File: src/rtl/fetch_prefetch_if.sv
// Prefetch buffer bus bundle: redirect input, instruction stream to the
// fetch stage, and the single-outstanding IRAM request channel.
// master = prefetch buffer side, slave = core/IRAM environment side.
interface fetch_prefetch_if;
  logic        redirect;
  logic [31:0] redirect_addr;
  logic        inst_valid;
  logic [31:0] inst_addr;
  logic [31:0] inst_data;
  logic        inst_ready;
  logic        imem_valid;
  logic [31:0] imem_addr;
  logic        imem_ready;
  logic [31:0] imem_rdata;

  modport master (
    input  redirect, redirect_addr, inst_ready, imem_ready, imem_rdata,
    output inst_valid, inst_addr, inst_data, imem_valid, imem_addr
  );

  modport slave (
    output redirect, redirect_addr, inst_ready, imem_ready, imem_rdata,
    input  inst_valid, inst_addr, inst_data, imem_valid, imem_addr
  );
endinterface

File: src/rtl/fetch_prefetch.sv
// Instruction prefetch buffer: streams sequential words from the fetch
// pointer into a FIFO of {addr,data} entries, one outstanding IRAM request,
// fetch limited to [IRAM_BASE, IRAM_TOP). A redirect flushes everything.
// Optional feature: define PREFETCH_BYPASS_EN for a combinational
// IRAM-to-inst path when the FIFO is empty.
//
// state | meaning
// IDLE  | no request outstanding
// WAIT  | request outstanding, response will be kept
// DRAIN | request outstanding after a redirect, response will be dropped
module fetch_prefetch #(
  parameter int unsigned PREFETCH_DEPTH = 4,
  parameter logic [31:0] IRAM_BASE      = 32'h0,
  parameter logic [31:0] IRAM_TOP       = 32'h20000
) (
  input logic              clock,
  input logic              reset,
  fetch_prefetch_if.master bus
);
  localparam int unsigned      ENTRIES = 1 << PREFETCH_DEPTH;
  localparam int unsigned      CNT_W   = PREFETCH_DEPTH + 1;
  localparam logic [CNT_W-1:0] CAP     = CNT_W'(ENTRIES);
  localparam logic [31:0]      SPAN    = IRAM_TOP - IRAM_BASE;

  localparam logic [1:0] IDLE  = 2'd0;
  localparam logic [1:0] WAIT  = 2'd1;
  localparam logic [1:0] DRAIN = 2'd2;

  logic [1:0]                state;
  logic [31:0]               fetch_ptr;
  logic [31:0]               req_addr;
  logic [31:0]               ptr_inc;
  logic [31:0]               redirect_word;
  logic [CNT_W-1:0]          count;
  logic [CNT_W-1:0]          count_next;
  logic [PREFETCH_DEPTH-1:0] rd_ptr;
  logic [PREFETCH_DEPTH-1:0] wr_ptr;
  logic [31:0]               addr_mem [ENTRIES];
  logic [31:0]               data_mem [ENTRIES];
  logic                      resp_take;
  logic                      bypass_hit;
  logic                      push;
  logic                      fifo_pop;

  // One unsigned compare covers both bounds: addresses below the base wrap high.
  function automatic logic in_range(input logic [31:0] p);
    return (p - IRAM_BASE) < SPAN;
  endfunction

  // Handshake decode and FIFO occupancy for the next cycle.
  always_comb begin
    ptr_inc       = fetch_ptr + 32'd4;
    redirect_word = {bus.redirect_addr[31:2], 2'b00};
    resp_take     = (state == WAIT) && bus.imem_ready && !bus.redirect;
`ifdef PREFETCH_BYPASS_EN
    bypass_hit    = resp_take && (count == '0);
`else
    bypass_hit    = 1'b0;
`endif
    push          = resp_take && !(bypass_hit && bus.inst_ready);
    fifo_pop      = (count != '0) && bus.inst_ready;
    count_next    = count + CNT_W'(push) - CNT_W'(fifo_pop);
  end

  // Instruction head: FIFO head, or the live response when bypassing an empty FIFO.
  always_comb begin
    bus.inst_valid = 1'b0;
    bus.inst_addr  = '0;
    bus.inst_data  = '0;
    if (count != '0) begin
      bus.inst_valid = 1'b1;
      bus.inst_addr  = addr_mem[rd_ptr];
      bus.inst_data  = data_mem[rd_ptr];
    end else if (bypass_hit) begin
      bus.inst_valid = 1'b1;
      bus.inst_addr  = req_addr;
      bus.inst_data  = bus.imem_rdata;
    end
  end

  // Request outputs come straight from registers.
  always_comb begin
    bus.imem_valid = (state != IDLE);
    bus.imem_addr  = req_addr;
  end

  // Request sequencing and fetch pointer.
  always_ff @(posedge clock or negedge reset) begin
    if (!reset) begin
      state     <= IDLE;
      fetch_ptr <= IRAM_BASE;
      req_addr  <= '0;
    end else begin
      case (state)
        IDLE: begin
          if (bus.redirect) begin
            fetch_ptr <= redirect_word;
          end else if ((count < CAP) && in_range(fetch_ptr)) begin
            req_addr <= fetch_ptr;
            state    <= WAIT;
          end
        end
        WAIT: begin
          if (bus.redirect) begin
            fetch_ptr <= redirect_word;
            state     <= bus.imem_ready ? IDLE : DRAIN;
          end else if (bus.imem_ready) begin
            fetch_ptr <= ptr_inc;
            if ((count_next < CAP) && in_range(ptr_inc)) begin
              req_addr <= ptr_inc;
            end else begin
              state <= IDLE;
            end
          end
        end
        DRAIN: begin
          if (bus.redirect) begin
            fetch_ptr <= redirect_word;
          end
          if (bus.imem_ready) begin
            state <= IDLE;
          end
        end
        default: state <= IDLE;
      endcase
    end
  end

  // FIFO occupancy and pointers; a flush wins over same-cycle push/pop.
  always_ff @(posedge clock or negedge reset) begin
    if (!reset) begin
      count  <= '0;
      rd_ptr <= '0;
      wr_ptr <= '0;
    end else if (bus.redirect) begin
      count  <= '0;
      rd_ptr <= '0;
      wr_ptr <= '0;
    end else begin
      count <= count_next;
      if (push) begin
        wr_ptr <= wr_ptr + 1'b1;
      end
      if (fifo_pop) begin
        rd_ptr <= rd_ptr + 1'b1;
      end
    end
  end

  // FIFO storage; only entries below count are ever visible, so no reset needed.
  always_ff @(posedge clock) begin
    if (push) begin
      addr_mem[wr_ptr] <= req_addr;
      data_mem[wr_ptr] <= bus.imem_rdata;
    end
  end
endmodule

File: src/flat_wrapper.sv
// flat-port wrapper written by rule: the top's interface ports become plain ports
module fetch_prefetch_flat 
#(
  parameter int unsigned PREFETCH_DEPTH = 4,
  parameter logic [31:0] IRAM_BASE      = 32'h0,
  parameter logic [31:0] IRAM_TOP       = 32'h20000
)
  (clock, reset, bus_redirect, bus_redirect_addr, bus_inst_ready, bus_imem_ready, bus_imem_rdata, bus_inst_valid, bus_inst_addr, bus_inst_data, bus_imem_valid, bus_imem_addr);
  fetch_prefetch_if bus_i ();
  input logic clock;
  input logic reset;
  input wire logic [$bits(bus_i.redirect)-1:0] bus_redirect;
  input wire logic [$bits(bus_i.redirect_addr)-1:0] bus_redirect_addr;
  input wire logic [$bits(bus_i.inst_ready)-1:0] bus_inst_ready;
  input wire logic [$bits(bus_i.imem_ready)-1:0] bus_imem_ready;
  input wire logic [$bits(bus_i.imem_rdata)-1:0] bus_imem_rdata;
  output wire logic [$bits(bus_i.inst_valid)-1:0] bus_inst_valid;
  output wire logic [$bits(bus_i.inst_addr)-1:0] bus_inst_addr;
  output wire logic [$bits(bus_i.inst_data)-1:0] bus_inst_data;
  output wire logic [$bits(bus_i.imem_valid)-1:0] bus_imem_valid;
  output wire logic [$bits(bus_i.imem_addr)-1:0] bus_imem_addr;
  assign bus_i.redirect = bus_redirect;
  assign bus_i.redirect_addr = bus_redirect_addr;
  assign bus_i.inst_ready = bus_inst_ready;
  assign bus_i.imem_ready = bus_imem_ready;
  assign bus_i.imem_rdata = bus_imem_rdata;
  assign bus_inst_valid = bus_i.inst_valid;
  assign bus_inst_addr = bus_i.inst_addr;
  assign bus_inst_data = bus_i.inst_data;
  assign bus_imem_valid = bus_i.imem_valid;
  assign bus_imem_addr = bus_i.imem_addr;
  fetch_prefetch #(.PREFETCH_DEPTH(PREFETCH_DEPTH), .IRAM_BASE(IRAM_BASE), .IRAM_TOP(IRAM_TOP)) u_core (.clock(clock), .reset(reset), .bus(bus_i));
endmodule
File: config.mk
export PLATFORM = sky130hd
export DESIGN_NAME = fetch_prefetch_flat
export DESIGN_NICKNAME = d
export VERILOG_FILES = /design/src/rtl/fetch_prefetch_if.sv /design/src/rtl/fetch_prefetch.sv /design/src/flat_wrapper.sv
export SDC_FILE = /design/constraint.sdc
export NUM_CORES = 1
export LEC_CHECK = 0
export ABC_CLOCK_PERIOD_IN_PS = 10900
export BUFFER_PORTS_ARGS = -buffer_cell sky130_fd_sc_hd__buf_2
export CORE_UTILIZATION = 49
export CTS_BUF_LIST = sky130_fd_sc_hd__clkbuf_4
export CTS_CLUSTER_DIAMETER = 30
export DETAILED_ROUTE_END_ITERATION = 10
export PLACE_DENSITY = 0.66
export SLEW_MARGIN = 10
export SYNTH_ARGS = -nofsm -noshare
export SYNTH_HDL_FRONTEND = slang
export SYNTH_SLANG_ARGS = --single-unit
File: constraint.sdc
create_clock -name clock -period 10.9 [get_ports clock]
set_input_delay 1.09 -clock clock [delete_from_list [all_inputs] [get_ports clock]]
set_output_delay 1.09 -clock clock [all_outputs]
set_load 0.01 [all_outputs]
==> flow_metrics.env, run 1 <==
export IMPL_netlist_area_mm2=0.0421
export IMPL_period_minus_slack_ns=6.09
export IMPL_grt_ovfl_total=0
export IMPL_critPathTopFamily="buffers and inverters"
export IMPL_cts_buffers=292
export IMPL_port_buffers=160
export IMPL_grt_setup_unrepaired="false"
export IMPL_cts_sinks=1067
export IMPL_crit_type="reg -> out"
export IMPL_fmax_mhz=164
export IMPL_dpl_instance_area_mm2=0.0443
export IMPL_worst_pin_slew_ns=1.15
export IMPL_synth_edf_count=992
export IMPL_critPathLaunch="u_core.rd_ptr[0]"
export IMPL_ys_ff_latch=1067
export IMPL_slowest_delay_ns=0.88
export IMPL_clk_pin_slew_worst_paths_ns=0.07
export IMPL_p_leak_nw=15.8
export IMPL_worstHoldStart="bus_redirect_addr[2]"
export IMPL_vdd_drop_max_v=0.000152
export IMPL_endpoint="bus_inst_addr[28]"
export IMPL_crit_required_ns=9.81
export IMPL_cap_viol_max_count=0
export IMPL_globalplace_congestion=0.860
export IMPL_synth_main_ff_cell="edfxtp_1"
export IMPL_setup_violations=0
export IMPL_routed_wl_um=94000
export IMPL_hold_ws_ns=0.151
export IMPL_dpl_hpwl_um=47200
export IMPL_end_kind="primary output"
export IMPL_synthToLayoutAreaGrowth_pct=13.6
export IMPL_antenna_found_initial=5
export IMPL_finalNetCount=2473
export IMPL_synth_top_area_share_pct=70.8
export IMPL_critPathMaxFanout=50
export IMPL_avgViaCountPerCell=5.82
export IMPL_seq_area_frac_synth_pct=75.2
export IMPL_cp_start_kind="flop"
export IMPL_route_detailed_drc=4
export IMPL_reg2reg_depth=18
export IMPL_async_flop_share_pct=7.03
export IMPL_crit_chain="buf_4, buf_4, mux4_2, mux4_2, and2_1, buf_2"
export IMPL_cts_resized_gates=0
export IMPL_dr_pass1_iters=9
export IMPL_grt_pass1_wl_um=139000
export IMPL_syn_avg_cell_area_um2=20.9
export IMPL_clkLatencyLatePin_ns=1.19
export IMPL_stdcell_area_mm2=0.0478
export IMPL_rrSetupSlack_ns=5.76
export IMPL_status="finished, violations left"
export IMPL_drt_iter0_markers=1897
export IMPL_synthTopCellsByArea="edfxtp_1 71%, mux4_2 17%, dfrtp_1 4.5%"
export IMPL_violations="design-rule violations"
export IMPL_yosysWarnings=0
export IMPL_io_pins=167
export IMPL_slew_headroom_pct=23.2
export IMPL_initial_core_util_pct=49.4
export IMPL_r2r_start="u_core.count[3]"
export IMPL_powerDensity_mw_per_mm2=206
export IMPL_netlist_instances=2015
export IMPL_clk_path_buf_depth=4
export IMPL_row_count=107
export IMPL_core_region_area_mm2=0.0851
export IMPL_cp_num_cells=6
export IMPL_die_w_um=295
export IMPL_clock_skew_ns=0.127
export IMPL_synth_cell_types=55
export IMPL_tns_ns=0
export IMPL_cp_arrival_ns=5.00
export IMPL_num_vias=21585
export IMPL_slowest_stage="buf_4"
export IMPL_yosys_area_top_type="edfxtp_1"
export IMPL_hold_class="in -> reg"
export IMPL_die_h_um=295
export IMPL_regToRegEndpoint="u_core.bus.imem_addr[13]"
export IMPL_first_global_vias=22714
export IMPL_finalHoldViolCount=0
export IMPL_maxSlewViolCount=0
export IMPL_grt_max_degree=76
export IMPL_h_tree_depth=5
export IMPL_dieArea_mm2=0.0871
export IMPL_ant_nets=0
export IMPL_cts_tree="yes"
export IMPL_grt_total_usage_pct=22.1
export IMPL_wl_per_cell_um=25.3
export IMPL_root_buffer="clkbuf_4"
export IMPL_critPathBufInv=3
export IMPL_drive_gt1_share_pct=38.4
export IMPL_period_share_pct=55.9
-- timing repair --
action | CTS | global route
hold buffers | 1 | 0
buffers inserted | 0 | 0
setup endpoints to repair | 0 | 0
endpoints found under the hold margin | 14 | 0
-- sequential cells by signal, indices dropped and copies added, names as in the netlist --
signal / count
u_core.fetch_ptr: 30
u_core.bus.imem_addr: 30
u_core.state: 2
u_core.wr_ptr: 4
u_core.rd_ptr: 4
u_core.count: 5
u_core.addr_mem: 480
u_core.data_mem: 512
-- where the power goes --
part	leakage (nW)	total, W	internal [W]	switching (W)
Combinational	3.66	0.00185	0.000958	0.000895
Sequential	10.0	0.00461	0.00450	0.000107
Clock	2.09	0.00339	0.00186	0.00153
-- cells in the final DEF, fill, tap and decap left out, types with 4 or more instances in the layout --
cell type and instances:
nor2b_1 4, or3_1 12, clkbuf_4 405, o22ai_1 13, nand3_1 26, or4_1 6, clkinv_2 13, and3_1 8
nand2_1 46, and2_1 82, nor3_1 17, buf_2 159, xnor2_1 9, o21ai_0 33, a21oi_1 52, nor2_4 12
nor2_1 49, ha_1 12, buf_4 50, a22oi_1 11, nand2b_1 4, inv_2 5, nor3_2 4, a31oi_1 4
dfrtp_4 4, dfrtp_1 71, a211oi_1 8, inv_1 25, conb_1 4, nor4_1 7, diode_2 7, clkinv_1 33
bufinv_16 7, mux4_2 310, edfxtp_1 992, xor2_1 5, nand4_1 17
-- metrics by stage --
stage,power (W),setup WS (ns),util (%),std cells
2_1_floorplan,0.00599,3.94,-,2018
3_3_place_gp,0.00657,5.61,52.1,3240
3_5_place_dp,0.00660,5.55,52.1,3240
4_1_cts,0.0100,4.58,56.1,3704
5_1_grt,0.0103,4.37,56.1,3710
6_report,0.00986,4.81,56.2,3711
-- synth_stat cells (all sizes together), types with 11 or more instances --
master and instances:
a21oi 53, a22oi 11, and2 82, buf 38
clkbuf 93, dfrtp 75, edfxtp 992, ha 12
inv 25, mux4 310, nand2 46, nand3 29
nand4 17, nor2 61, nor3 21, o21ai 34
o22ai 13, or3 12
-- tightest hold or removal path, cell delays in order --
cell and delay [ns]:
buf_2 0.09, nand3_1 0.06, nand2_1 0.07
-- layout make-up --
type	count	area, um^2
diodes	7	17.5
clock buffers	405	3040
clock inverters	58	418
fillers	6510	37300
inverters	25	93.8
multi-input cells	795	9950
flip-flops and latches	1067	31700
well taps	1144	1430
repair buffers	210	1180
-- per-layer routing --
layer	wire, um	global-route usage, %
met4	1190	6.51
met1	37700	29.4
met3	7220	5.71
met5	0	0
met2	48000	36.3
-- worst min path at each step --
stage	to	slack [ns]	depth (start not counted)
global placement	u_core.wr_ptr[1]	0.58	2
CTS	u_core.fetch_ptr[2]	0.07	3
global route	u_core.fetch_ptr[2]	0.10	3
floorplan	u_core.fetch_ptr[14]	0.54	2
finish	u_core.fetch_ptr[2]	0.15	3
detailed placement	u_core.wr_ptr[1]	0.60	2
-- kinds of logic after synthesis --
kind of cell	Yosys count	synth area share (%)
compound gates	143	2.05
xor+xnor	14	0.291
fa+ha+maj	13	0.404
buf+inv	156	1.47
flops	1067	75.2
mux	311	16.6
other cells	1	0.00891
simple gates	310	3.94
No activity file was read; power rests on OpenSTA's default activity.
==> run 2: changes to the inputs <==
--- a/config.mk
+++ b/config.mk
@@ -5,7 +5,7 @@
 export SDC_FILE = /design/constraint.sdc
 export NUM_CORES = 1
 export LEC_CHECK = 0
-export ABC_CLOCK_PERIOD_IN_PS = 10900
+export ABC_CLOCK_PERIOD_IN_PS = 6100
 export BUFFER_PORTS_ARGS = -buffer_cell sky130_fd_sc_hd__buf_2
 export CORE_UTILIZATION = 49
 export CTS_BUF_LIST = sky130_fd_sc_hd__clkbuf_4
==> constraint.sdc (replaced) <==
create_clock -name clock -period 6.1 [get_ports clock]
set_input_delay 0.61 -clock clock [delete_from_list [all_inputs] [get_ports clock]]
set_output_delay 0.61 -clock clock [all_outputs]
set_load 0.01 [all_outputs]
==> run 2 against run 1 <==
Against the previous run: the flow now finishes without violations; power grew 80%; combinational power is 79% higher; global-route usage is 0.12 points higher; non-clock buffer count grew 53; via count is 1.1% higher; worst hold slack lost 0.025 ns; critical endpoint is now bus_inst_addr[11]; final area up 2.0%; critical path type unchanged; largest cell class unchanged; sequential share of layout area fell by 1.3 points.
==> flow_metrics.env, run 2 (synthesis gave the netlist of run 1 again) <==
export IMPL_first_global_vias=23298
export IMPL_end_kind="primary output"
export IMPL_routed_wl_um=93800
export IMPL_port_buffers=160
export IMPL_hold_class="in -> reg"
export IMPL_setup_violations=0
export IMPL_critPathMaxFanout=51
export IMPL_final_cell_mix="992 x edfxtp_1, 442 x clkbuf_4, 310 x mux4_2, 159 x buf_2, 82 x and2_1"
export IMPL_grt_max_degree=91
export IMPL_grt_total_usage_pct=22.2
export IMPL_initial_core_util_pct=49.4
export IMPL_clk_pin_slew_worst_paths_ns=0.06
export IMPL_grt_setup_unrepaired="false"
export IMPL_synthToLayoutAreaGrowth_pct=15.9
export IMPL_worst_pin_slew_ns=1.10
export IMPL_clkLatencyLatePin_ns=1.11
export IMPL_final_common_cell="edfxtp_1"
export IMPL_route_detailed_drc=0
export IMPL_slowest_stage="dfrtp_4"
export IMPL_p_leak_nw=16.0
export IMPL_cts_buffers=293
export IMPL_p_clk_share_pct=34.6
export IMPL_fmax_mhz=213
export IMPL_h_tree_depth=5
export IMPL_io_pins=167
export IMPL_grt_pass1_wl_um=141000
export IMPL_p_sw_w=0.00456
export IMPL_dr_pass1_iters=5
export IMPL_dieArea_mm2=0.0871
export IMPL_avgViaCountPerCell=5.77
export IMPL_drive_gt1_share_pct=37.9
export IMPL_ant_nets=0
export IMPL_wl_per_cell_um=24.8
export IMPL_cp_start_kind="flop"
export IMPL_p_total_w=0.0178
export IMPL_vdd_drop_max_v=0.000190
export IMPL_switching_share_pct=25.6
export IMPL_powerDensity_mw_per_mm2=364
export IMPL_cts_resized_gates=0
export IMPL_root_buffer="clkbuf_4"
export IMPL_p_int_w=0.0132
export IMPL_largest_register="u_core.data_mem"
export IMPL_top_regs="u_core.data_mem x512, u_core.addr_mem x480"
export IMPL_period_minus_slack_ns=4.70
export IMPL_crit_required_ns=5.49
export IMPL_cp_arrival_ns=4.09
export IMPL_finalHoldViolCount=0
export IMPL_globalplace_congestion=0.855
export IMPL_status="completed"
export IMPL_drt_iter0_markers=2061
export IMPL_finalNetCount=2527
export IMPL_antenna_found_initial=6
export IMPL_cts_sinks=1067
export IMPL_die_h_um=295
export IMPL_core_region_area_mm2=0.0851
export IMPL_die_w_um=295
export IMPL_row_count=107
export IMPL_slowest_delay_ns=1.08
export IMPL_cpMostUsedCell="mux4_2"
export IMPL_dpl_hpwl_um=45600
export IMPL_cts_tree="yes"
export IMPL_largest_reg_flops=512
export IMPL_n_fill_cell=6362
export IMPL_crit_chain="buf_12, mux4_2, mux4_2, and2_1, buf_2"
export IMPL_comb_power_share_pct=18.7
export IMPL_clk_path_buf_depth=4
export IMPL_num_vias=21813
export IMPL_tns_ns=0
export IMPL_cap_viol_max_count=0
export IMPL_maxSlewViolCount=0
export IMPL_slew_headroom_pct=26.1
export IMPL_period_share_pct=77.0
export IMPL_clock_skew_ns=0.0829
export IMPL_seqPwrFrac_pct=46.7
export IMPL_crit_type="reg -> out"
export IMPL_grt_ovfl_total=0
==> run 2: changes by cell type in the layout (fill, tap and decap cells not counted), moves of 5 or more <==
cell	before	now
clkinv_1	33	27
dlygate4sd3_1	1	66
buf_4	50	16
clkinv_2	13	8
clkbuf_4	405	442
buf_12	0	22
==> run 2: final timing paths <==
kind | from | end | slack [ns] | depth (start not counted)
worst min-delay path | bus_inst_ready | u_core.rd_ptr[0] | 0.13 | 4
max in group asynchronous | reset | u_core.bus.imem_addr[21] | 4.61 | 3
worst min register to register | u_core.wr_ptr[1] | u_core.wr_ptr[1] | 0.60 | 2
worst max-delay path | u_core.rd_ptr[0] | bus_inst_addr[11] | 1.40 | 5
worst max register to register | u_core.count[2] | u_core.bus.imem_addr[13] | 1.85 | 17
min in group asynchronous | reset | u_core.bus.imem_addr[13] | 0.29 | 3
==> run 2: power by group through the flow <==
stage | clock network, W | logic [W] | registers [W]
floorplan | 0 | 0.00244 | 0.00826
global placement | 0 | 0.00332 | 0.00845
detailed placement | 0 | 0.00336 | 0.00846
CTS | 0.00631 | 0.00341 | 0.00830
global route | 0.00670 | 0.00359 | 0.00832
finish | 0.00615 | 0.00332 | 0.00830
==> run 2: through the flow <==
| step | setup WS (ns) | util, % | cell area [um^2] | hold slack, ns | std cells |
|---|---|---|---|---|---|
| 4_1_cts | 1.17 | 57.3 | 48800 | 0.000923 | 3780 |
| 3_5_place_dp | 1.62 | 52.3 | 44500 | 0.534 | 3228 |
| 2_1_floorplan | 1.28 | - | 42100 | 0.314 | 2018 |
| 6_report | 1.40 | 57.3 | 48800 | 0.126 | 3783 |
| 3_3_place_gp | 1.69 | 52.3 | 44500 | 0.530 | 3228 |
| 5_1_grt | 1.10 | 57.3 | 48800 | 0.0552 | 3782 |
==> run 2: routing by layer <==
metal	up-vias	global-route usage (%)	wire, um
met3	129	5.28	7050
met4	2	7.39	1660
met5	-	0	13
met2	907	36.1	46900
li1	9381	-	-
met1	11394	29.9	38200
==> run 2: critical path, delay by kind of cell, from the launching register on <==
kind	cells	cell delay [ns]
buffers and inverters	2	0.63
muxes	2	1.00
DFF	1	1.08
and+or+nand+nor	1	0.25
==> run 2: layout make-up <==
class                           count  area, um^2  area share, %
Sequential cell                  1067       31700           64.9
Clock buffer                      442        3320           6.80
Clock inverter                     44         254          0.521
Antenna cell                        3        7.51         0.0154
Timing Repair Buffer              263        2020           4.14
Inverter                           25        93.8          0.192
Multi-Input combinational cell    795        9970           20.4
Tap cell                         1144        1430           2.93
==> run 2: repair_timing <==
action,CTS,global route
buffers inserted,0,0
endpoints found under the hold margin,631,0
hold buffers,66,0
